--- config.mk ---
export PLATFORM = sky130hd
export DESIGN_NAME = mem_access_ctrl
export DESIGN_NICKNAME = d
export VERILOG_FILES = /design/src/rtl/mem_access_ctrl_pkg.sv /design/src/rtl/mem_access_ctrl_wait_counter.sv /design/src/rtl/mem_access_ctrl.sv
export SDC_FILE = /design/constraint.sdc
export NUM_CORES = 1
export LEC_CHECK = 0
export CORE_ASPECT_RATIO = 1.4
export CORE_MARGIN = 5
export CORE_UTILIZATION = 43
export DETAILED_ROUTE_END_ITERATION = 8
export MAX_ROUTING_LAYER = met4
export PLACE_DENSITY = 0.84
export SETUP_SLACK_MARGIN = 0.3
export SLEW_MARGIN = 25
export SYNTH_ARGS = -nofsm -noshare
export SYNTH_HDL_FRONTEND = slang
export SYNTH_HIERARCHICAL = 1
export SYNTH_SLANG_ARGS = --single-unit
--- constraint.sdc ---
create_clock -name CLK -period 6.49 [get_ports CLK]
set_input_delay 0.649 -clock CLK [delete_from_list [all_inputs] [get_ports CLK]]
set_output_delay 0.649 -clock CLK [all_outputs]
set_load 0.01 [all_outputs]
--- src/rtl/mem_access_ctrl_pkg.sv ---
// Shared project definitions for the memory access controller.
// Holds the address/data index limits, the wait-state range, the wait
// counter width and the controller state encoding.
package mem_access_ctrl_pkg;

  localparam int unsigned ADDRESS_INDEX_LIMIT = 25;
  localparam int unsigned DATA_INDEX_LIMIT    = 31;

  localparam int unsigned WAIT_STATES_MIN = 0;
  localparam int unsigned WAIT_STATES_MAX = 15;
  localparam int unsigned WAIT_CNT_W      = 4;

  typedef enum logic [1:0] {
    IDLE   = 2'b00,
    ACCESS = 2'b01,
    DONE   = 2'b10,
    ERROR  = 2'b11
  } state_t;

endpackage

--- src/rtl/mem_access_ctrl_wait_counter.sv ---
// wait_counter: loadable down-counter with zero flag.
// Ports:
//   clk      - clock, rising edge
//   rst      - synchronous active-high reset, clears count
//   load     - load load_val (has priority over dec)
//   load_val - value to load
//   dec      - decrement by one; saturates at zero
//   zero     - high while count is zero
module wait_counter #(
  parameter int unsigned W = 4
) (
  input  logic         clk,
  input  logic         rst,
  input  logic         load,
  input  logic [W-1:0] load_val,
  input  logic         dec,
  output logic         zero
);

  logic [W-1:0] count;

  always_ff @(posedge clk) begin
    if (rst) begin
      count <= '0;
    end else if (load) begin
      count <= load_val;
    end else if (dec && (count != '0)) begin
      count <= count - W'(1);
    end
  end

  assign zero = (count == '0);

endmodule

--- src/rtl/mem_access_ctrl.sv ---
// mem_access_ctrl: single-outstanding CPU-to-memory access sequencer.
// A read or write request sampled in IDLE is latched and presented to
// memory for WAIT_STATES+1 cycles, then CPU_READY pulses for one cycle.
// A simultaneous read and write request yields a one-cycle CPU_ERR pulse.
// Ports:
//   CLK, RST                 - clock, synchronous active-high reset
//   CPU_ADDR, CPU_DATA_W     - processor address / write data
//   CPU_READ, CPU_WRITE      - processor request levels
//   CPU_DATA_R               - last read data
//   CPU_READY, CPU_ERR       - completion / illegal-request pulses
//   MEM_ADDR, MEM_DATA_OUT   - memory address / write data
//   MEM_DATA_IN              - memory read data
//   MEM_READ, MEM_WRITE      - memory strobes
module mem_access_ctrl
  import mem_access_ctrl_pkg::*;
#(
  parameter int unsigned WAIT_STATES = 2,
  parameter int unsigned ADDR_W      = ADDRESS_INDEX_LIMIT + 1,
  parameter int unsigned DATA_W      = DATA_INDEX_LIMIT + 1
) (
  input  logic              CLK,
  input  logic              RST,
  input  logic [ADDR_W-1:0] CPU_ADDR,
  input  logic [DATA_W-1:0] CPU_DATA_W,
  input  logic              CPU_READ,
  input  logic              CPU_WRITE,
  output logic [DATA_W-1:0] CPU_DATA_R,
  output logic              CPU_READY,
  output logic              CPU_ERR,
  output logic [ADDR_W-1:0] MEM_ADDR,
  output logic [DATA_W-1:0] MEM_DATA_OUT,
  input  logic [DATA_W-1:0] MEM_DATA_IN,
  output logic              MEM_READ,
  output logic              MEM_WRITE
);

  localparam logic [WAIT_CNT_W-1:0] WS_LOAD = WAIT_CNT_W'(WAIT_STATES);

  state_t state;
  logic   cnt_load;
  logic   cnt_dec;
  logic   cnt_zero;

  always_comb begin
    cnt_load = 1'b0;
    cnt_dec  = 1'b0;
    if (state == IDLE) begin
      cnt_load = CPU_READ ^ CPU_WRITE;
    end
    if (state == ACCESS) begin
      cnt_dec = !cnt_zero;
    end
  end

  wait_counter #(
    .W(WAIT_CNT_W)
  ) u_wait_counter (
    .clk      (CLK),
    .rst      (RST),
    .load     (cnt_load),
    .load_val (WS_LOAD),
    .dec      (cnt_dec),
    .zero     (cnt_zero)
  );

  // Outputs are registered on the state transition, so the strobes are high
  // exactly during ACCESS, CPU_READY during DONE and CPU_ERR during ERROR.
  // The latched direction is carried by MEM_READ/MEM_WRITE themselves.
  always_ff @(posedge CLK) begin
    if (RST) begin
      state        <= IDLE;
      CPU_DATA_R   <= '0;
      CPU_READY    <= 1'b0;
      CPU_ERR      <= 1'b0;
      MEM_ADDR     <= '0;
      MEM_DATA_OUT <= '0;
      MEM_READ     <= 1'b0;
      MEM_WRITE    <= 1'b0;
    end else begin
      CPU_READY <= 1'b0;
      CPU_ERR   <= 1'b0;
      case (state)
        IDLE: begin
          if (CPU_READ && CPU_WRITE) begin
            state   <= ERROR;
            CPU_ERR <= 1'b1;
          end else if (CPU_READ || CPU_WRITE) begin
            state        <= ACCESS;
            MEM_ADDR     <= CPU_ADDR;
            MEM_DATA_OUT <= CPU_DATA_W;
            MEM_READ     <= CPU_READ;
            MEM_WRITE    <= CPU_WRITE;
          end
        end
        ACCESS: begin
          if (cnt_zero) begin
            if (MEM_READ) begin
              CPU_DATA_R <= MEM_DATA_IN;
            end
            MEM_READ  <= 1'b0;
            MEM_WRITE <= 1'b0;
            CPU_READY <= 1'b1;
            state     <= DONE;
          end
        end
        DONE:    state <= IDLE;
        ERROR:   state <= IDLE;
        default: state <= IDLE;
      endcase
    end
  end

endmodule

# Yosys cells after proc, flatten, opt, wreduce, memory -nomap -nowiden
# Cells that the tools add are included.
op_classes:
  bitwise: 4
  reduce_logical: 17
  n_mux: 17
  addsub: 1
  n_eq_ne: 7
ops:
  columns: ["cell", "count"]
  rows:
  - ["$mux W2", 5]
  - ["$mux W1", 9]
  - ["$reduce_or A2 Y1", 4]
  - ["$pmux W2 S3", 1]
  - ["$reduce_and A3 Y1", 2]
  - ["$eq A2 B2 Y1 const B", 2]
  - ["$logic_not A4 Y1", 1]
  - ["$ne A2 B2 Y1 const B", 2]
  - ["$pmux W1 S2", 2]
  - ["$reduce_and A4 Y1", 1]
  - ["$reduce_bool A2 Y1", 2]
  - ["$reduce_bool A4 Y1", 1]
  - ["$sub A4 B1 Y4 const B", 1]
  - ["$ne A3 B1 Y1 const B", 1]
  - ["$not A1 Y1", 3]
  - ["$eq A2 B1 Y1 const B", 1]
  - ["$logic_and A1 B1 Y1", 2]
  - ["$logic_not A2 Y1", 1]
  - ["$ne A2 B1 Y1 const B", 1]
  - ["$reduce_and A2 Y1", 1]
  - ["$logic_not A1 Y1", 1]
  - ["$logic_or A1 B1 Y1", 1]
  - ["$xor A1 B1 Y1", 1]
word_totals:
  out_inout_bits: 94
  inputBits: 94
  reg_bits: 100

# Longest topological paths before layout
# Gate-level depths: netlist of the first run.
logic_depth:
  word_depth: 6
  ltp_mapped: 9

# Cells and area by module
# Netlist of the first run, hierarchy kept.
modules_own_cells:
  columns: ["module", "seq_area_each_um2", "area_per_inst_um2", "n_inst", "cells_per_inst"]
  rows:
  - ["mem_access_ctrl", 1921.8, 3477.1, 1, 424]
  - ["wait_counter", 80.1, 262.8, 1, 29]

# Worst setup path before layout of the first run
# Ideal clock, no wire load.
synth_timing:
  path_type: "register -> register"
  from: "register u_wait_counter.count[1]"
  to: "register u_wait_counter.count[3]"
  stages_incl_launch_ff: 9
  required_time_ns: 6.364
  arrival_time_ns: 2.149
  synth_period_minus_slack_ns: 2.275
  path_slack_ns: 4.215
  cell_sequence: "dfxtp_1 > inv_1 > ha_1 > or3b_4 > inv_1 > nor3b_1 > nor4b_2 > mux2i_1 > a211oi_1"
synth_via:
  elab_chain_cells: 4
  elab_cells_between_ends: 6
  cone_classes: "add/sub (1); mux (1); reduce/logical (4)"
synth_rtl:
  columns: ["element", "line", "text"]
  rows:
  - ["from (decl)", "mem_access_ctrl_wait_counter.sv:20", "logic [W-1:0] count;"]
  - ["from (signal assigned)", "mem_access_ctrl_wait_counter.sv:26", "count <= load_val;"]
  - ["from (signal assigned)", "mem_access_ctrl_wait_counter.sv:28", "count <= count - W'(1);"]
  - ["$logic_not A4 Y1", "mem_access_ctrl_wait_counter.sv:32", "assign zero = (count == '0);"]
  - ["named net cnt_zero", "mem_access_ctrl.sv:42", "logic cnt_zero;"]
  - ["$logic_not A1 Y1", "mem_access_ctrl.sv:51", "cnt_dec = !cnt_zero;"]
  - ["$mux W1", "mem_access_ctrl.sv:50", "if (state == ACCESS) begin"]
  - ["named net cnt_dec", "mem_access_ctrl.sv:41", "logic cnt_dec;"]
  - ["$logic_and A1 B1 Y1", "mem_access_ctrl_wait_counter.sv:27", "end else if (dec && (count != '0)) begin"]
# The timed path passes the listed nets, and every way through them passes these cells.
# A chain may end at the register's enable or synchronous reset.

# Worst setup path after layout of the first run
# Ends and elaborated chain as after synthesis.

==> results of run 1 <==
==> how the worst min path moves through the flow <==
stage / startpoint / end / slack [ns] / cells after the start
after detailed placement: MEM_ADDR[15] / MEM_ADDR[15] / 0.45 / 2
after global placement: CPU_DATA_R[8] / CPU_DATA_R[8] / 0.44 / 2
after global routing: CPU_DATA_R[27] / CPU_DATA_R[27] / 0.47 / 2
after floorplan: CPU_DATA_R[0] / CPU_DATA_R[0] / 0.48 / 2
final: MEM_ADDR[15] / MEM_ADDR[15] / 0.45 / 2
after CTS: CPU_DATA_R[15] / CPU_DATA_R[15] / 0.45 / 2
==> report_power, final <==
group	switching, mW	internal (mW)	total, mW
registers	0.0354	0.670	0.706
logic	0.182	0.189	0.371
clock network	0.208	0.293	0.501
total	0.425	1.15	1.58
==> logic make-up (layout without fill, tap and decap cells) <==
family / after synthesis / after routing / synth area share, %
other: 2 / 4 / 0.201
AO/OA/AOI/OAI: 99 / 99 / 14.4
buffers and inverters: 39 / 210 / 6.86
AND/OR/NAND/NOR: 208 / 208 / 23.5
adder cells (fa/ha/maj): 3 / 3 / 1.00
multiplexers: 2 / 2 / 0.535
flip-flops: 100 / 100 / 53.5
==> registers in the layout (all words and copies together), names as in the netlist <==
signal,flops
u_wait_counter/count,4
CPU_ERR,1
MEM_ADDR,26
MEM_DATA_OUT,32
CPU_READY,1
MEM_WRITE,1
CPU_DATA_R,32
state,2
MEM_READ,1
==> worst register-to-register path: cells and delay by family, from the launching register on <==
kind                       cells  cell delay [ns]
and+or+nand+nor                3             1.38
DFF                            1             0.35
adders and majority gates      1             0.23
muxes                          1             0.22
buffers and inverters          2             0.19
AOI/OAI and AO/OA              1             0.08
==> through the flow <==
stage	instances	power (mW)
after floorplan	455	0.930
after global placement	717	1.08
after detailed placement	717	1.09
after CTS	731	1.59
after global routing	731	1.65
final	731	1.58
==> layout by cell type, fill, tap and decap left out, drive strengths merged <==
cell type,n
or3b,1
a311oi,2
nand4b,2
nand3,3
nand3b,1
a211oi,1
clkbuf,11
nor4b,2
nor4,1
bufinv,1
a21oi,92
or4,1
a311o,1
and4b,1
conb,4
mux2i,2
clkdlybuf4s50,186
clkinv,2
a21o,1
dfxtp,100
a2111oi,2
inv,6
nor3,2
nor2,6
nor3b,3
ha,3
nand2,185
buf,4
==> routing by layer <==
metal  routed length, µm  vias to the layer above
li1                    -                     1798
met1                4160                     1612
met5                   0                        -
met3                 894                       20
met4                 285                        0
met2                5350                      137
==> layout make-up <==
class / count / area (µm²)
Fill cell: 686 / 2740
Clock buffer: 11 / 233
Sequential cell: 100 / 2000
Tap cell: 105 / 131
Clock inverter: 3 / 40.0
Multi-Input combinational cell: 316 / 1490
Timing Repair Buffer: 190 / 1900
Inverter: 6 / 22.5
==> results.yml, run 1 <==
outcome:
  status: "completed"
setup_path:
  arrival_worst_endpoint_ns: 2.80
  path_class: "register to register"
  crit_buf_inv: 2
  startpoint: "u_wait_counter/count[1]"
  crit_path_start_kind: "register"
  reg2regPathDepth: 8
  critical_path_max_stage_delay_ns: 0.72
  endpoint_kind: "register"
  critPathCapture: "u_wait_counter/count[3]"
  critical-path-top-delay-family: "simple AND/OR/NAND/NOR gates"
  cp_slowest_cell: "sky130_fd_sc_hd__nor3b_1"
  worstPathRequired_ns: 6.68
  worst_path_most_repeated_cell: "sky130_fd_sc_hd__inv_1"
  sequence_of_cells_on_the_critical_path: "inv_1, ha_1, or3b_4, inv_1, nor3b_1, nor4b_2, mux2i_1, a211oi_1"
  end_of_the_worst_register_to_register_path: "u_wait_counter/count[3]"
  rr_startpoint: "u_wait_counter/count[1]"
  cp.depth: 8
  cp_max_fo: 7
  reg2reg_slack_ns: 3.88
yosys:
  synth_edf_count: 0
  yosys.area.top_type: "sky130_fd_sc_hd__dfxtp_1"
  synth_area_leaders: "sky130_fd_sc_hd__dfxtp_1 54%, sky130_fd_sc_hd__nand2_1 19%, sky130_fd_sc_hd__a21oi_1 12%"
  synth_sequential_area_ratio_pct: 53.5
  dominantRegCellSynth: "sky130_fd_sc_hd__dfxtp_1"
  synth_top_cell_area_share_pct: 53.5
  ys_warn_count: 6
  yosysMostFrequentCell: "sky130_fd_sc_hd__nand2_1"
  synth-async-reset-ratio_pct: 0
  syn-cell-area_mm2: 0.00374
  netlist_instances: 453
  synth_top_cells_by_count: "185 x sky130_fd_sc_hd__nand2_1, 100 x sky130_fd_sc_hd__dfxtp_1, 92 x sky130_fd_sc_hd__a21oi_1"
  synth_cell_types: 29
  synth-seq-cells: 100
  syn_avg_cell_area_um2: 8.26
clock_tree:
  clk_root_buffer_cell: "sky130_fd_sc_hd__clkbuf_16"
  cts.repair.resized: 0
  tritoncts_clock_tree: "built"
  clk_transition_reported_paths_ns: 0.06
  postCtsHoldBufs: 0
  post_cts_repair_setup_buffers: 0
  htreeDepth: 3
  clock_buffer_count_from_cts: 9
  cts_buffer_depth: 2
  clock-sinks: 100
  clock_insertion_delay_worst_skew_ns: 0.33
sta:
  layout_worst_path_cycle_share_pct: 40.3
  setup_repair_after_global_routing_missed_its_margin: "false"
  worst_clock_skew_ns: 0.00486
  timing.hold.ws_ns: 0.451
  setup_viol_count_final: 0
  clock_period_minus_final_worst_setup_slack_ns: 2.61
  hold_viol: 0
  setup_total_negative_slack_ns: 0
  final-max-slew-violation-count: 0
  maxClockFrequency_ghz: 0.383
  slew_headroom_pct: 41.7
  max_slew.worst_pin.slew_ns: 0.873
  final.setup.worst_slack_ns: 3.88
floorplan:
  die_ar_mm2: 0.0107
  std_cell_rows: 40
  fp.coreArea_mm2: 0.00856
  fp.dieW_um: 88.8
  boundaryPins: 188
  floorplan.initialDensity_pct: 43.7
  die-height_um: 120
grt:
  grt_util_met2_pct: 34.7
  met1_grt_util_pct: 22.1
  first_global_vias: 3584
  antenna_found_initial: 0
  grtUsageTotal_pct: 20.3
  grt_start_max_net_pins: 103
  grt_first_pass_wirelength_um: 16600
  groute.layer.met3.usage_pct: 4.64
  grt.busiest_layer: "met2"
  global_route.overflow_total: 0
min_path:
  min-delay-path-class: "register to register"
job:
  drv.max_cap_violation_count: 0
power_and_ir_drop:
  power-per-cell-area_mw_per_mm2: 271
  peakVddDrop_v: 0.000172
  static-leakage-power_nw: 2.08
placed_design:
  detailedPlacementHpwl_um: 7760
  place_worst_setup_slack_ns: 3.80
  port_buffers: 187
  detailed_place.area_mm2: 0.00554
  gp_routability_congestion: 0.775
cells_and_area:
  ant_cells: 0
  final_util_pct: 67.9
  drive_above_1_share_pct: 3.83
  final_cell_area_mm2: 0.00581
  area_growth_syn_to_layout_pct: 55.5
  nNetsFinal: 720
detailed_routing:
  antenna_violating_nets_post_route: 0
  final_wl_um: 10700
  route.vias.total: 3567
  drt_first_pass_iters: 6
  initialDrtViolationCount: 152
  drc_errors: 0
  wire_per_inst_um: 14.6
  avgViaCountPerCell: 4.88
Note: power is estimated with default switching activity, not from simulation.
==> run 2, diff against run 1 <==
--- a/config.mk
+++ b/config.mk
@@ -7,10 +7,10 @@
 export LEC_CHECK = 0
 export CORE_ASPECT_RATIO = 1.4
 export CORE_MARGIN = 5
-export CORE_UTILIZATION = 43
+export CORE_UTILIZATION = 36
 export DETAILED_ROUTE_END_ITERATION = 8
 export MAX_ROUTING_LAYER = met4
-export PLACE_DENSITY = 0.84
+export PLACE_DENSITY = 0.75
 export SETUP_SLACK_MARGIN = 0.3
 export SLEW_MARGIN = 25
 export SYNTH_ARGS = -nofsm -noshare
==> constraint.sdc (replaced) <==
create_clock -name CLK -period 2.3 [get_ports CLK]
set_input_delay 0.23 -clock CLK [delete_from_list [all_inputs] [get_ports CLK]]
set_output_delay 0.23 -clock CLK [all_outputs]
set_load 0.01 [all_outputs]
==> run 2 against run 1 <==
Clock-buffer cell count down 1. Flip-flop and latch count unchanged. Non-clock buffer count up 9. Largest power group unchanged. Via count down 0.64%. Routed wire length up 2.0%.
==> results.yml, run 2 (synthesized netlist as in run 1, its figures left out) <==
outcome:
  status: "completed"
placed_design:
  detailed_place.area_mm2: 0.00565
  placed_cells: 755
  port_buffers: 187
  detailedPlacementHpwl_um: 7840
  place_worst_setup_slack_ns: 0.104
  gp_routability_congestion: 0.773
detailed_routing:
  drt_first_pass_iters: 4
  avgViaCountPerCell: 4.57
  route.vias.total: 3544
  final_wl_um: 10900
  drc_errors: 0
  initialDrtViolationCount: 98
  wire_per_inst_um: 14.1
  antenna_violating_nets_post_route: 0
grt:
  grt_start_max_net_pins: 68
  first_global_vias: 3506
  global_route.overflow_total: 0
  antenna_found_initial: 0
  grtUsageTotal_pct: 17.2
  grt_first_pass_wirelength_um: 16500
cells_and_area:
  final_cell_area_mm2: 0.00604
  nNetsFinal: 729
  ant_cells: 0
  top_regs: "CPU_DATA_R (32), MEM_DATA_OUT (32), MEM_ADDR (26)"
  final_common_cell: "sky130_fd_sc_hd__clkdlybuf4s50_1"
  drive_above_1_share_pct: 6.59
  area_growth_syn_to_layout_pct: 61.5
  layout.cells.most_common_list: "186 x sky130_fd_sc_hd__clkdlybuf4s50_1, 185 x sky130_fd_sc_hd__nand2_1, 100 x sky130_fd_sc_hd__dfxtp_1"
  fill_cells: 933
  non_filler_instance_count_after_layout: 775
  final_util_pct: 58.7
setup_path:
  crit_path_start_kind: "register"
  path_class: "register to register"
  worstPathRequired_ns: 2.48
  arrival_worst_endpoint_ns: 2.10
  critical_path_max_stage_delay_ns: 0.37
  cp_max_fo: 6
  sequence_of_cells_on_the_critical_path: "inv_1, ha_2, or3b_4, inv_4, nor3b_4, nor4b_2, mux2i_1, a211oi_1"
  cp_slowest_cell: "sky130_fd_sc_hd__dfxtp_1"
  critical-path-top-delay-family: "simple AND/OR/NAND/NOR gates"
  endpoint_kind: "register"
  crit_buf_inv: 2
sta:
  clock_period_minus_final_worst_setup_slack_ns: 1.92
  worst_clock_skew_ns: 0.00795
  final-max-slew-violation-count: 0
  setup_viol_count_final: 0
  hold_viol: 0
  setup_total_negative_slack_ns: 0
  layout_worst_path_cycle_share_pct: 83.7
  timing.hold.ws_ns: 0.441
  setup_repair_after_global_routing_missed_its_margin: "true"
  final.setup.worst_slack_ns: 0.375
  max_slew.worst_pin.slew_ns: 0.732
  maxClockFrequency_ghz: 0.520
  slew_headroom_pct: 51.2
power_and_ir_drop:
  static-leakage-power_nw: 2.15
  netSwitchingPower_mw: 1.28
  internal-power_mw: 3.34
  peakVddDrop_v: 0.000387
  sw_frac_of_total_pct: 27.8
  seq_power_share_pct: 43.2
  power-per-cell-area_mw_per_mm2: 765
  design_power_total_mw: 4.62
  comb_power_share_pct: 24.3
  clock_power_share_pct: 32.5
clock_tree:
  htreeDepth: 3
  clock-sinks: 100
  cts_buffer_depth: 2
  clk_root_buffer_cell: "sky130_fd_sc_hd__clkbuf_16"
  postCtsHoldBufs: 0
  clk_transition_reported_paths_ns: 0.07
  tritoncts_clock_tree: "built"
  clock_insertion_delay_worst_skew_ns: 0.33
  clock_buffer_count_from_cts: 9
floorplan:
  boundaryPins: 188
  fp.coreArea_mm2: 0.0103
  die-height_um: 131
  floorplan.initialDensity_pct: 36.3
  std_cell_rows: 44
  fp.dieW_um: 96.1
  die_ar_mm2: 0.0126
min_path:
  min-delay-path-class: "input pin to register"
job:
  drv.max_cap_violation_count: 0
## run 2: cell count changes in the layout (fill, tap and decap cells not counted), sizes merged
| cell | change |
|---|---|
| buf | +8 |
| clkinv | +2 |
| clkinvlp | +1 |
## run 2: path summary, 6_finish.rpt
check                                        startpoint                 endpoint  slack, ns  cells after the start
worst min-delay path                    MEM_DATA_IN[21]           CPU_DATA_R[21]       0.44                      3
worst max-delay path            u_wait_counter/count[0]  u_wait_counter/count[3]       0.38                      8
worst max register to register  u_wait_counter/count[0]  u_wait_counter/count[3]       0.38                      8
worst min register to register          MEM_DATA_OUT[1]          MEM_DATA_OUT[1]       0.45                      2
## run 2: power by group through the flow
stage	registers, mW	logic, mW	clock network, mW
final	2.00	1.12	1.50
after global routing	2.02	1.23	1.64
after CTS	1.99	1.13	1.56
after detailed placement	2.03	1.09	0
after global placement	2.02	1.06	0
after floorplan	2.07	0.568	0
## run 2: final cells by class
| type | count | area, µm² | area share, % |
|---|---|---|---|
| Multi-Input combinational cell | 316 | 1510 | 25.1 |
| Clock inverter | 6 | 76.3 | 1.26 |
| Tap cell | 138 | 173 | 2.86 |
| Clock buffer | 10 | 229 | 3.79 |
| Sequential cell | 100 | 2000 | 33.1 |
| Timing Repair Buffer | 199 | 2020 | 33.5 |
| Inverter | 6 | 25.0 | 0.414 |
## run 2: worst register-to-register path: cells and delay by family (launching register included)
family | cells | cell delay, ns
DFF | 1 | 0.37
adders and majority gates | 1 | 0.20
and+or+nand+nor | 3 | 0.72
AOI/OAI and AO/OA | 1 | 0.09
buffers and inverters | 2 | 0.14
muxes | 1 | 0.25
## run 2: timing repair
action / in CTS / in global routing
gates cloned: 1 / 1
pin swaps: 1 / 0
setup endpoints to repair: 33 / 18
buffers inserted: 2 / 0
gates resized for setup: 5 / 4
## run 2: metal layers
| layer | vias to the layer above | global-route usage, % | part of all wire, % |
|---|---|---|---|
| li1 | 1823 | - | - |
| met1 | 1579 | 19.2 | 39 |
| met2 | 131 | 29.0 | 51 |
| met3 | 11 | 4.81 | 8.6 |
| met4 | 0 | 6.28 | 1.6 |
| met5 | - | - | 0 |
